==> src/rtl/alu_multicycle.sv <==
// Purpose : NZCV ALU with start/done handshake; AND/OR/ADD/SUB/pass-B in one step, iterative shift-add MUL and optional restoring UDIV.
// Latency : 1 cycle for single-cycle opcodes, N+1 cycles for MUL/UDIV (result written N edges after acceptance, done one cycle later).
// Backpr. : ready low while an iterative op runs; start is sampled only when ready=1 and is silently dropped otherwise (no queueing).
//
// Ports   : clk, reset (sync, active-high) | start, ALUcontrol[3:0], a[N-1:0], b[N-1:0] captured on acceptance
//           ready (idle), done (1-cycle pulse), result[N-1:0], zero, negative, carry, overflow (all registered)
// Config  : define ALU_DIV_EN to build the divider; otherwise opcode 1001 is treated as an unknown opcode.

module alu_multicycle #(
    parameter int N = 64
) (
    input  logic         clk,
    input  logic         reset,
    input  logic         start,
    input  logic [3:0]   ALUcontrol,
    input  logic [N-1:0] a,
    input  logic [N-1:0] b,
    output logic         ready,
    output logic         done,
    output logic [N-1:0] result,
    output logic         zero,
    output logic         negative,
    output logic         carry,
    output logic         overflow
);

    localparam int CW = $clog2(N);

    localparam logic [3:0] OP_AND  = 4'b0000;
    localparam logic [3:0] OP_OR   = 4'b0001;
    localparam logic [3:0] OP_ADD  = 4'b0010;
    localparam logic [3:0] OP_SUB  = 4'b0110;
    localparam logic [3:0] OP_PASB = 4'b0111;
    localparam logic [3:0] OP_MUL  = 4'b1000;
`ifdef ALU_DIV_EN
    localparam logic [3:0] OP_UDIV = 4'b1001;
`endif

    typedef enum logic {
        S_IDLE,
        S_RUN
    } state_t;

    state_t        state_q, state_d;
    logic [CW-1:0] cnt_q, cnt_d;
    // x: multiplier (shifts right) or dividend/quotient (shifts left)
    // y: multiplicand (shifts left) or divisor (static)
    // acc: partial product or partial remainder
    logic [N-1:0]  x_q, x_d;
    logic [N-1:0]  y_q, y_d;
    logic [N-1:0]  acc_q, acc_d;
    logic [N-1:0]  result_q, result_d;
    logic          zero_q, zero_d;
    logic          neg_q, neg_d;
    logic          carry_q, carry_d;
    logic          ovf_q, ovf_d;
    logic          done_q, done_d;
`ifdef ALU_DIV_EN
    logic          is_div_q, is_div_d;
`endif

    // ------------------------------------------------------------------
    // Single-cycle datapath, operating directly on the live inputs
    // ------------------------------------------------------------------
    logic [N:0]   sum_w;
    logic [N:0]   dif_w;
    logic [N-1:0] alu_res;
    logic         alu_c;
    logic         alu_v;
    logic         is_multi;

    assign sum_w = {1'b0, a} + {1'b0, b};
    assign dif_w = {1'b0, a} - {1'b0, b};

    always_comb begin
        alu_res = '1;
        alu_c   = 1'b0;
        alu_v   = 1'b0;
        case (ALUcontrol)
            OP_AND:  alu_res = a & b;
            OP_OR:   alu_res = a | b;
            OP_ADD: begin
                alu_res = sum_w[N-1:0];
                alu_c   = sum_w[N];
                alu_v   = (a[N-1] == b[N-1]) && (sum_w[N-1] != a[N-1]);
            end
            OP_SUB: begin
                alu_res = dif_w[N-1:0];
                // top bit of the widened difference is the borrow
                alu_c   = ~dif_w[N];
                alu_v   = (a[N-1] != b[N-1]) && (dif_w[N-1] != a[N-1]);
            end
            OP_PASB: alu_res = b;
            default: alu_res = '1;
        endcase
    end

`ifdef ALU_DIV_EN
    assign is_multi = (ALUcontrol == OP_MUL) || (ALUcontrol == OP_UDIV);
`else
    assign is_multi = (ALUcontrol == OP_MUL);
`endif

    // ------------------------------------------------------------------
    // One iteration of the shift-add multiplier / restoring divider
    // ------------------------------------------------------------------
    logic [N-1:0] x_step;
    logic [N-1:0] y_step;
    logic [N-1:0] acc_step;
    logic [N-1:0] fin_res;

`ifdef ALU_DIV_EN
    // Remainder stays below the divisor, so the shifted remainder fits in
    // N+1 bits and the difference's top bit is a clean borrow indicator.
    // A zero divisor never borrows, which yields an all-ones quotient.
    logic [N:0] rem_sh;
    logic [N:0] rem_dif;

    assign rem_sh  = {acc_q, x_q[N-1]};
    assign rem_dif = rem_sh - {1'b0, y_q};
`endif

    always_comb begin
        x_step   = x_q >> 1;
        y_step   = y_q << 1;
        acc_step = x_q[0] ? (acc_q + y_q) : acc_q;
`ifdef ALU_DIV_EN
        if (is_div_q) begin
            x_step   = {x_q[N-2:0], ~rem_dif[N]};
            y_step   = y_q;
            acc_step = rem_dif[N] ? rem_sh[N-1:0] : rem_dif[N-1:0];
        end
`endif
    end

`ifdef ALU_DIV_EN
    assign fin_res = is_div_q ? x_step : acc_step;
`else
    assign fin_res = acc_step;
`endif

    // ------------------------------------------------------------------
    // FSM: next-state and register updates
    // ------------------------------------------------------------------
    always_comb begin
        state_d  = state_q;
        cnt_d    = cnt_q;
        x_d      = x_q;
        y_d      = y_q;
        acc_d    = acc_q;
        result_d = result_q;
        zero_d   = zero_q;
        neg_d    = neg_q;
        carry_d  = carry_q;
        ovf_d    = ovf_q;
        done_d   = 1'b0;
`ifdef ALU_DIV_EN
        is_div_d = is_div_q;
`endif
        case (state_q)
            S_IDLE: begin
                if (start) begin
                    if (is_multi) begin
                        state_d = S_RUN;
                        cnt_d   = CW'(N - 1);
                        acc_d   = '0;
`ifdef ALU_DIV_EN
                        is_div_d = (ALUcontrol == OP_UDIV);
                        x_d      = (ALUcontrol == OP_UDIV) ? a : b;
                        y_d      = (ALUcontrol == OP_UDIV) ? b : a;
`else
                        x_d      = b;
                        y_d      = a;
`endif
                    end else begin
                        result_d = alu_res;
                        zero_d   = (alu_res == '0);
                        neg_d    = alu_res[N-1];
                        carry_d  = alu_c;
                        ovf_d    = alu_v;
                        done_d   = 1'b1;
                    end
                end
            end
            S_RUN: begin
                x_d   = x_step;
                y_d   = y_step;
                acc_d = acc_step;
                cnt_d = cnt_q - CW'(1);
                if (cnt_q == '0) begin
                    // last iteration: write its outcome straight to result
                    state_d  = S_IDLE;
                    result_d = fin_res;
                    zero_d   = (fin_res == '0);
                    neg_d    = fin_res[N-1];
                    carry_d  = 1'b0;
                    ovf_d    = 1'b0;
                    done_d   = 1'b1;
                end
            end
            default: state_d = S_IDLE;
        endcase
    end

    always_ff @(posedge clk) begin
        if (reset) begin
            state_q  <= S_IDLE;
            cnt_q    <= '0;
            x_q      <= '0;
            y_q      <= '0;
            acc_q    <= '0;
            result_q <= '0;
            zero_q   <= 1'b0;
            neg_q    <= 1'b0;
            carry_q  <= 1'b0;
            ovf_q    <= 1'b0;
            done_q   <= 1'b0;
`ifdef ALU_DIV_EN
            is_div_q <= 1'b0;
`endif
        end else begin
            state_q  <= state_d;
            cnt_q    <= cnt_d;
            x_q      <= x_d;
            y_q      <= y_d;
            acc_q    <= acc_d;
            result_q <= result_d;
            zero_q   <= zero_d;
            neg_q    <= neg_d;
            carry_q  <= carry_d;
            ovf_q    <= ovf_d;
            done_q   <= done_d;
`ifdef ALU_DIV_EN
            is_div_q <= is_div_d;
`endif
        end
    end

    assign ready    = (state_q == S_IDLE);
    assign done     = done_q;
    assign result   = result_q;
    assign zero     = zero_q;
    assign negative = neg_q;
    assign carry    = carry_q;
    assign overflow = ovf_q;

endmodule

==> config.mk <==
export PLATFORM = sky130hd
export DESIGN_NAME = alu_multicycle
export DESIGN_NICKNAME = d
export VERILOG_FILES = /design/src/rtl/alu_multicycle.sv
export SDC_FILE = /design/constraint.sdc
export NUM_CORES = 1
export LEC_CHECK = 0
export BUFFER_PORTS_ARGS = -buffer_cell sky130_fd_sc_hd__buf_2
export CORE_MARGIN = 2
export CORE_UTILIZATION = 32
export DETAILED_ROUTE_END_ITERATION = 16
export MAX_ROUTING_LAYER = met4
export PLACE_DENSITY_LB_ADDON = 0.08
export SLEW_MARGIN = 0
export SYNTH_ARGS = -nofsm -noshare
export SYNTH_HDL_FRONTEND = slang
export SYNTH_SLANG_ARGS = --single-unit
==> constraint.sdc <==
create_clock -name clk -period 11.5 [get_ports clk]
set_clock_uncertainty 0.2 [all_clocks]
set_input_delay 1.15 -clock clk [delete_from_list [all_inputs] [get_ports clk]]
set_output_delay 1.15 -clock clk [all_outputs]
set_load 0.05 [all_outputs]
# --- Word-level counts from Yosys, hierarchy flattened ---
# Cells that the tools add are included.
classes:
  eq_ne: 13
  reduce_logical: 8
  div_mod_pow: 0
  magnitude_cmp: 0
  n_bitwise: 4
  shifts: 0
  multipliers: 0
  n_mux: 43
  add_sub_neg: 4
op_table:
  columns: ["op", "count"]
  rows:
  - ["two-way mux 64 bit", 10]
  - ["case mux 64 bit (2 select lines)", 4]
  - ["case mux 64 bit (5 select lines)", 1]
  - ["zero test 64 bit", 2]
  - ["adder 64 x 64 -> 65 bit", 1]
  - ["subtractor 64 x 64 -> 65 bit", 1]
  - ["adder 64 bit", 1]
  - ["bitwise AND 64 bit", 1]
  - ["OR 64 bit", 1]
  - ["two-way mux 1 bit", 17]
  - ["case mux 1 bit (2 select lines)", 8]
  - ["two-way mux 6 bit", 2]
  - ["case mux 6 bit (2 select lines)", 1]
  - ["equality test 4 x 3 -> 1 bit, second input constant", 2]
  - ["zero test 6 bit", 1]
  - ["subtractor 6 x 1 -> 6 bit, second input constant", 1]
  - ["equality test 4 x 1 -> 1 bit, second input constant", 1]
  - ["equality test 4 x 2 -> 1 bit, second input constant", 1]
  - ["equality test 4 bit, second input constant", 1]
  - ["zero test 4 bit", 1]
  - ["inequality test 2 x 1 -> 1 bit, second input constant", 2]
  - ["inequality test 2 bit, second input constant", 2]
  - ["inequality test 1 bit", 3]
  - ["AND reduction 3 bit", 1]
  - ["other kinds (4)", 6]
word_totals:
  in_bits: 135
  regBits: 268
  mem_bits_rw: 0
  memories: 0
  romBits: 0
  latch_bits: 0

# --- Depth between registers and ports, before layout ---
# Gate-level depths: netlist (run 1).
logic_depth:
  word_depth: 7
  ltp_mapped: 17

# --- Least setup slack after synthesis (run 1) ---
# Ideal clock, no wire load.
synth_timing:
  path_kind: "in2reg"
  start: "in a[0]"
  end: "reg zero_q (netlist: zero)"
  cell_stages: 16
  slack_ns: 6.985
  arrival_time_ns: 4.253
  required_time_ns: 11.238
  path_buffers: 0
  path_cell_list: "ha_1 -> inv_1 -> fa_1 -> nor2b_1 -> o2111ai_1 -> a211o_1 -> a211oi_1 -> o2111a_1 -> o311ai_1 -> a2111oi_0 -> or3_1 -> a32oi_1 -> nand4bb_1 -> nor4_1 -> nand4_1 -> nand3_1"
synth_between:
  elab_chain_cells: 6
synth_lines:
  columns: ["element", "line", "source"]
  rows:
  - ["from (decl)", "16", "input logic [N-1:0] a,"]
  - ["subtractor 64 x 64 -> 65 bit (tied with other cells)", "73", "assign dif_w = {1'b0, a} - {1'b0, b};"]
  - ["case mux 64 bit (5 select lines) *", "79", "case (ALUcontrol)"]
  - ["zero test 64 bit *", "177", "zero_d = (alu_res == '0);"]
  - ["two-way mux 1 bit *", "163", "if (is_multi) begin"]
  - ["two-way mux 1 bit *", "162", "if (start) begin"]
  - ["case mux 1 bit (2 select lines) *", "160", "case (state_q)"]
  - ["to (signal assigned)", "228", "zero_q <= zero_d;"]
  - ["to (decl)", "53", "logic zero_q, zero_d;"]
# Every way passes the cells marked *; elsewhere a longest branch is shown, timed or not. The select of a mux whose other input is x is not followed.
# A chain may end at the register's enable or synchronous reset.

# --- Final worst setup path (run 1) ---
layout_timing:
  start: "in ALUcontrol[0]"
  end: "reg zero_q (netlist: zero)"
layout_between:
  elab_chain_cells: 6
layout_lines:
  columns: ["element", "line", "source"]
  rows:
  - ["from (decl)", "15", "input logic [3:0] ALUcontrol,"]
  - ["equality test 4 x 3 -> 1 bit (tied with other cells)", "79", null]
  - ["case mux 64 bit (5 select lines)", "79", null]
  - ["zero test 64 bit", "177", null]
  - ["two-way mux 1 bit", "163", null]
  - ["two-way mux 1 bit", "162", null]
  - ["case mux 1 bit (2 select lines)", "160", null]
# Parallel ways exist; a longest one is shown, timed or not. The select of a mux whose other input is x is not followed.

==> results of run 1 <==
## critical path: stages
cell and delay, ns:
buf_2 0.09, buf_4 0.29, clkinv_1 0.68, a311oi_1 0.87
or2_2 0.22, buf_4 0.55, nand3_1 0.16, nor4_1 0.36
and4_1 0.26, nor4bb_1 0.39, nand4_1 0.28, nor4_1 0.43
nand4_1 0.26, nor4_1 0.39, nand4_1 0.15, nand3_1 0.12
## state kept, by name, summed over array words and instances, names as in the netlist
name      flops
acc_q        64
zero          1
done          1
overflow      1
cnt_q         6
state_q       1
negative      1
carry         1
result       63
y_q          64
x_q          64
## path summary, 6_finish.rpt
kind,start,endpoint,cells after the start
hold / removal,result[53]$_SDFFE_PP0P_,result[53]$_SDFFE_PP0P_,2
hold reg to reg,result[53]$_SDFFE_PP0P_,result[53]$_SDFFE_PP0P_,2
setup / recovery,ALUcontrol[0],zero$_SDFFE_PP0P_,16
setup reg to reg,y_q[0]$_SDFFE_PP0P_,zero$_SDFFE_PP0P_,15
## power by group through the flow
stage	registers, mW	logic [mW]	clock network (mW)
2_1_floorplan	1.06	0.542	0
3_3_place_gp	0.994	0.977	0
3_5_place_dp	0.993	0.970	0
4_1_cts	0.973	0.974	1.24
5_1_grt	0.976	1.06	1.27
6_report	0.973	0.995	1.21
## area by class of cell
| type | count | area (um2) | area share [%] |
|---|---|---|---|
| antenna | 7 | 17.5 | 0.0552 |
| clock inverter | 14 | 188 | 0.591 |
| clock buffer | 49 | 1010 | 3.19 |
| timing repair buffer | 249 | 1380 | 4.35 |
| sequential | 267 | 5350 | 16.9 |
| inverter | 229 | 860 | 2.71 |
| tap | 1165 | 1460 | 4.59 |
| multi-input combinational | 3447 | 21500 | 67.6 |
## per-layer routing
metal  part of all wire [%]  GRT usage, %  wire, um  vias to the layer above
met5                      0             -         0                        -
met4                    5.2          14.0      7330                        0
met3                    6.2          3.88      8750                      217
met2                     44          47.2     62600                     1234
met1                     45          39.6     63400                    15500
li1                       -             -         -                    15300
## synthesized netlist by cell type (19+ instances only)
cell type	count	area, um2
mux2_2	35	394
a31oi_1	28	175
o21a_1	26	195
nand3_1	55	275
nand4_1	72	450
nand2b_1	27	169
buf_2	46	230
ha_1	274	3430
inv_1	226	848
o21bai_1	40	300
nor2b_1	40	250
nor4_1	62	388
a211oi_1	51	383
a221oi_1	21	184
or3_1	19	119
dfxtp_1	267	5350
xor2_1	24	210
a21o_1	47	353
o21ai_0	208	1040
clkbuf_1	186	698
mux2i_1	33	330
and2_1	21	131
a21oi_1	692	3460
buf_1	51	191
a22oi_1	35	263
nor3_1	68	340
o2111ai_1	23	201
o221ai_1	33	289
nor2_1	407	1530
o31ai_1	47	353
xnor2_1	57	499
o211ai_1	51	383
nand2_1	643	2410
## logic make-up (layout without fill, tap and decap cells)
| logic type | count (synthesis) | in the layout |
|---|---|---|
| buffers and inverters | 516 | 541 |
| other | 0 | 7 |
| multiplexers | 68 | 68 |
| XOR/XNOR | 81 | 81 |
| AND/OR/NAND/NOR | 1503 | 1503 |
| adder cells (fa/ha/maj) | 277 | 277 |
| AO/OA/AOI/OAI | 1518 | 1518 |
| flip-flops | 267 | 267 |
## metrics by stage
step                      power (mW)  area, um2
final                           3.17      31700
after global placement          1.97      30500
after CTS                       3.19      31700
after global routing            3.31      31700
after floorplan                 1.61      28700
after detailed placement        1.96      30500
==> run_results.csv, run 1 <==
group,metric,value,unit
synth,synthArstFlopShare,0,%
worst_setup_path,cp-end-kind,"register",
placement,gp_congestion,1.01,
layout,area_growth,10.4,%
global_routing,antenna_found_initial,10,
synth,synth_flop_cell,"dfxtp_1",
global_routing,grt_pass1_wl,208000,um
worst_setup_path,worst-r2r-setup-slack,6.34,ns
global_routing,grt.total_usage,30.5,%
sta,finalCritPeriodShare,55.3,%
power,leakage,12.7,nW
worst_setup_path,cp_max_fo,54,
layout,nets,4643,
sta,fmax,0.157,GHz
power,p_sw,1.24,mW
floorplan,initial_utilization,32.4,%
placement,place_ws,4.76,ns
cts,cts_resized,0,
cts,cts_buffers,37,
synth,synth_mux_area_share,2.52,%
layout,finalNonFillerCells,5427,
sta,drv_slew,0,
cts,clockRootBuffer,"clkbuf_16",
synth,synth-seq-cells,267,
global_routing,grt_remaining_overflow,0,
job,drv_cap,0,
status,status,"complete, no violations",
power,power_density,100,nW/um2
cts,cts_hold_buf,0,
cts,cts_tree,"done",
sta,setup_viol,0,
global_routing,grt_pass1_vias,30500,
synth,yosysSeqAreaShare,18.6,%
layout,drive_gt1_share,10.3,%
drt,ant_nets,0,
drt,dr.pass1.iters,7,
layout,final_common_cell,"a21oi_1",
layout,fin_util,35.8,%
synth,synth-xor-area-share,2.47,%
layout,n_fill_cell,9872,
synth,syn_area,28700,um2
layout,most-common-layout-cells,"a21oi_1 (692), nand2_1 (643), nor2_1 (405), ha_1 (274), dfxtp_1 (265)",
worst_setup_path,critPathKind,"in2reg",
synth,synth.avg_cell_area,6.79,um2
drt,drc,0,
drt,vias,32200,
worst_setup_path,required,11.84,ns
sta,slew_headroom,29.4,%
cts,insertion_delay,0.62,ns
drt,wire_per_inst,26.2,um
cts,clk_path_buf_depth,3,
synth,synth_fa_ha_area_share,12.1,%
global_routing,grt_max_degree,169,
drt,drt_iter0_drc,3477,
sta,fin_ws,5.14,ns
cts,htree_levels,2,
floorplan,core_area,88600,um2
synth,yosys.area_share.simple,23.6,%
sta,fin_hold_ws,0.246,ns
worst_setup_path,crit_arrival,6.70,ns
synth,synth_top_family_by_area,"compound AO/OA/AOI/OAI gates",
worst_setup_path,start_kind,"input port",
placement,placed_cells,5357,
floorplan,die_h,304,um
synth,post_synth_num_cell_types,108,
drt,totalWireLength,142000,um
synth,syn_inst,4230,
sta,worst_pin_slew,1.05,ns
sta,period_needed,6.36,ns
worst_hold_path,min_path_type,"reg2reg",
power,p_comb_share,31.4,%
floorplan,dieArea,92200,um2
synth,synth_compound_area_share,33.7,%
power,clockPowerShare,38.0,%
placement,port_buffers,204,
cts,cts_setup_buffers,0,
drt,via_per_inst,5.94,
sta,rsz0062_at_grt,"no",
sta,hold_viol,0,
synth,synth_nets,4642,
sta,final.setup.tns,0,ns
cts,clkSinkCount,267,
cts,clk_pin_slew,0.06,ns
synth,synth-edff-count,0,
floorplan,die-width,304,um
power,pwr-share-seq,30.7,%
power,p_sw_share,39.1,%
synth,yosysWarnings,0,
floorplan,io_pins,205,
power,vdd_drop_max,0.000104,V
floorplan,row_count,109,
placement,dp_hpwl,110000,um
power,internal-power,1.93,mW
(Power assumes the default switching activity.)
==> run 2: changes to the inputs <==
==> constraint.sdc (replaced) <==
create_clock -name clk -period 5.8 [get_ports clk]
set_clock_uncertainty 0.2 [all_clocks]
set_input_delay 0.58 -clock clk [delete_from_list [all_inputs] [get_ports clk]]
set_output_delay 0.58 -clock clk [all_outputs]
set_load 0.05 [all_outputs]
==> run 2 against run 1 <==
  * Combinational power is 100% higher
  * Via count increased by 0.86%
  * Flip-flop and latch count unchanged
  * Total power grew 98%
  * Sequential share of layout area down 0.33 points
  * Final cell count is 1.6% higher
  * Non-clock buffer count is 80 higher
  * Hold slack worse by 0.11 ns
  * Clock power increased by 93%
  * Critical path type unchanged
==> run_results.csv, run 2 (synthesized netlist as in run 1, its figures left out) <==
group,metric,value,unit
status,status,"complete, no violations",
power,clockPowerShare,37.1,%
cts,cts_resized,0,
cts,cts_buffers,37,
floorplan,die-width,304,um
sta,setup_viol,0,
global_routing,antenna_found_initial,11,
cts,clk_path_buf_depth,3,
sta,worst_pin_slew,0.988,ns
worst_setup_path,cp-end-kind,"register",
drt,via_per_inst,5.89,
worst_setup_path,start_kind,"input port",
drt,met2WireLength,63300,um
cts,clockRootBuffer,"clkbuf_16",
cts,cts_hold_buf,0,
worst_hold_path,hold-path-cell-count,2,
drt,drc,0,
worst_setup_path,crit_arrival,5.85,ns
layout,most-common-layout-cells,"a21oi_1 (692), nand2_1 (643), nor2_1 (405), ha_1 (274), dfxtp_1 (265)",
power,internal-power,3.80,mW
cts,cts_setup_buffers,0,
floorplan,dieArea,92200,um2
layout,nets,4723,
floorplan,die_h,304,um
floorplan,io_pins,205,
placement,port_buffers,204,
drt,ant_nets,0,
drt,totalWireLength,144000,um
global_routing,grt_pass1_wl,211000,um
layout,largest_registers,"acc_q: 64 flops, x_q: 64 flops, y_q: 64 flops",
placement,gp_congestion,1.01,
worst_setup_path,required,6.15,ns
sta,finalCritPeriodShare,94.9,%
placement,placed_cells,5437,
drt,wire_per_inst,26.0,um
job,drv_cap,0,
drt,drt-met1-wl,63600,um
global_routing,grt.total_usage,30.9,%
sta,hold_viol,0,
placement,dp_hpwl,113000,um
power,p_sw_share,39.6,%
sta,period_needed,5.50,ns
worst_setup_path,critPathKind,"in2reg",
layout,fin_util,36.5,%
worst_setup_path,cp_max_fo,6,
floorplan,core_area,88600,um2
drt,route.met3.wl,8700,um
global_routing,grt_remaining_overflow,0,
layout,area_growth,12.6,%
floorplan,row_count,109,
power,p_comb_share,32.2,%
power,pwr-share-seq,30.7,%
sta,fmax,0.182,GHz
sta,rsz0062_at_grt,"no",
power,leakage,13.1,nW
worst_hold_path,min_path_type,"in2reg",
drt,dr.pass1.iters,6,
cts,cts_tree,"done",
cts,insertion_delay,0.61,ns
floorplan,initial_utilization,32.4,%
worst_setup_path,reg2regPathDepth,15,
sta,drv_slew,0,
power,p_sw,2.50,mW
global_routing,grt_max_degree,175,
cts,clkSinkCount,267,
power,p_total,6.30,mW
sta,slew_headroom,33.6,%
layout,drive_gt1_share,12.0,%
power,vdd_drop_max,0.000181,V
cts,htree_levels,2,
power,power_density,195,nW/um2
cts,clk_pin_slew,0.07,ns
global_routing,grt_pass1_vias,31100,
drt,vias,32500,
drt,drt_iter0_drc,3211,
drt,top_layer_used,"met4",
layout,final_common_cell,"a21oi_1",
layout,finalNonFillerCells,5516,
==> run 2: cell types whose count changed in the layout (fill, tap and decap cells not counted), sizes merged <==
| cell | previous run | this run |
|---|---|---|
| buf | 249 | 329 |
| diode | 7 | 12 |
| bufinv | 4 | 1 |
| clkbuf | 49 | 52 |
| clkinv | 9 | 11 |
| clkinvlp | 1 | 3 |
==> run 2: final cells by class <==
class | count | area, um2
antenna | 12 | 30.0
tap | 1165 | 1460
timing repair buffer | 329 | 2020
multi-input combinational | 3447 | 21500
sequential | 267 | 5350
inverter | 229 | 860
clock buffer | 52 | 1050
clock inverter | 15 | 138
fill | 9857 | 56300
==> run 2: final timing paths <==
path | to | from | slack [ns]
worst max-delay path | zero$_SDFFE_PP0P_ | b[1] | 0.30
worst min-delay path | acc_q[34]$_SDFFE_PP0P_ | reset | 0.14
worst max register to register | zero$_SDFFE_PP0P_ | y_q[0]$_SDFFE_PP0P_ | 0.91
worst min register to register | result[52]$_SDFFE_PP0P_ | result[52]$_SDFFE_PP0P_ | 0.25
==> run 2: critical path, cell delays in order <==
cell	delay, ns
buf_2	0.13
inv_1	0.17
ha_1	0.28
a21o_1	0.21
and4_1	0.34
o21ai_0	0.72
nand2_1	0.43
a31oi_1	0.57
xnor2_1	0.12
a221oi_1	0.70
o21ai_0	0.28
nor4_1	0.50
nand4_1	0.22
nor4_1	0.33
nand4_1	0.15
nand3_1	0.10
==> run 2: stage by stage <==
| step | instance area (um2) | setup TNS (ns) | setup slack, ns | hold WS [ns] |
|---|---|---|---|---|
| after floorplan | 28700 | 0 | 1.86 | 0.244 |
| after global placement | 31200 | -0.107 | -0.107 | 0.236 |
| after detailed placement | 31200 | -0.0721 | -0.0721 | 0.241 |
| after CTS | 32300 | 0 | 0.555 | 0.114 |
| after global routing | 32400 | 0 | 0.258 | 0.141 |
| final | 32400 | 0 | 0.296 | 0.139 |
==> run 2: power groups by stage <==
stage / logic (mW) / clock network, mW / registers, mW
2_1_floorplan: 1.07 / 0 / 2.11
3_3_place_gp: 1.99 / 0 / 1.97
3_5_place_dp: 1.98 / 0 / 1.97
4_1_cts: 1.99 / 2.41 / 1.93
5_1_grt: 2.16 / 2.47 / 1.94
6_report: 2.03 / 2.34 / 1.93
==> run 2: per-layer routing <==
metal | track usage (%) | vias up
met5 | - | -
met4 | 14.8 | 0
met3 | 4.46 | 240
met2 | 47.8 | 1151
met1 | 39.6 | 15700
li1 | - | 15400
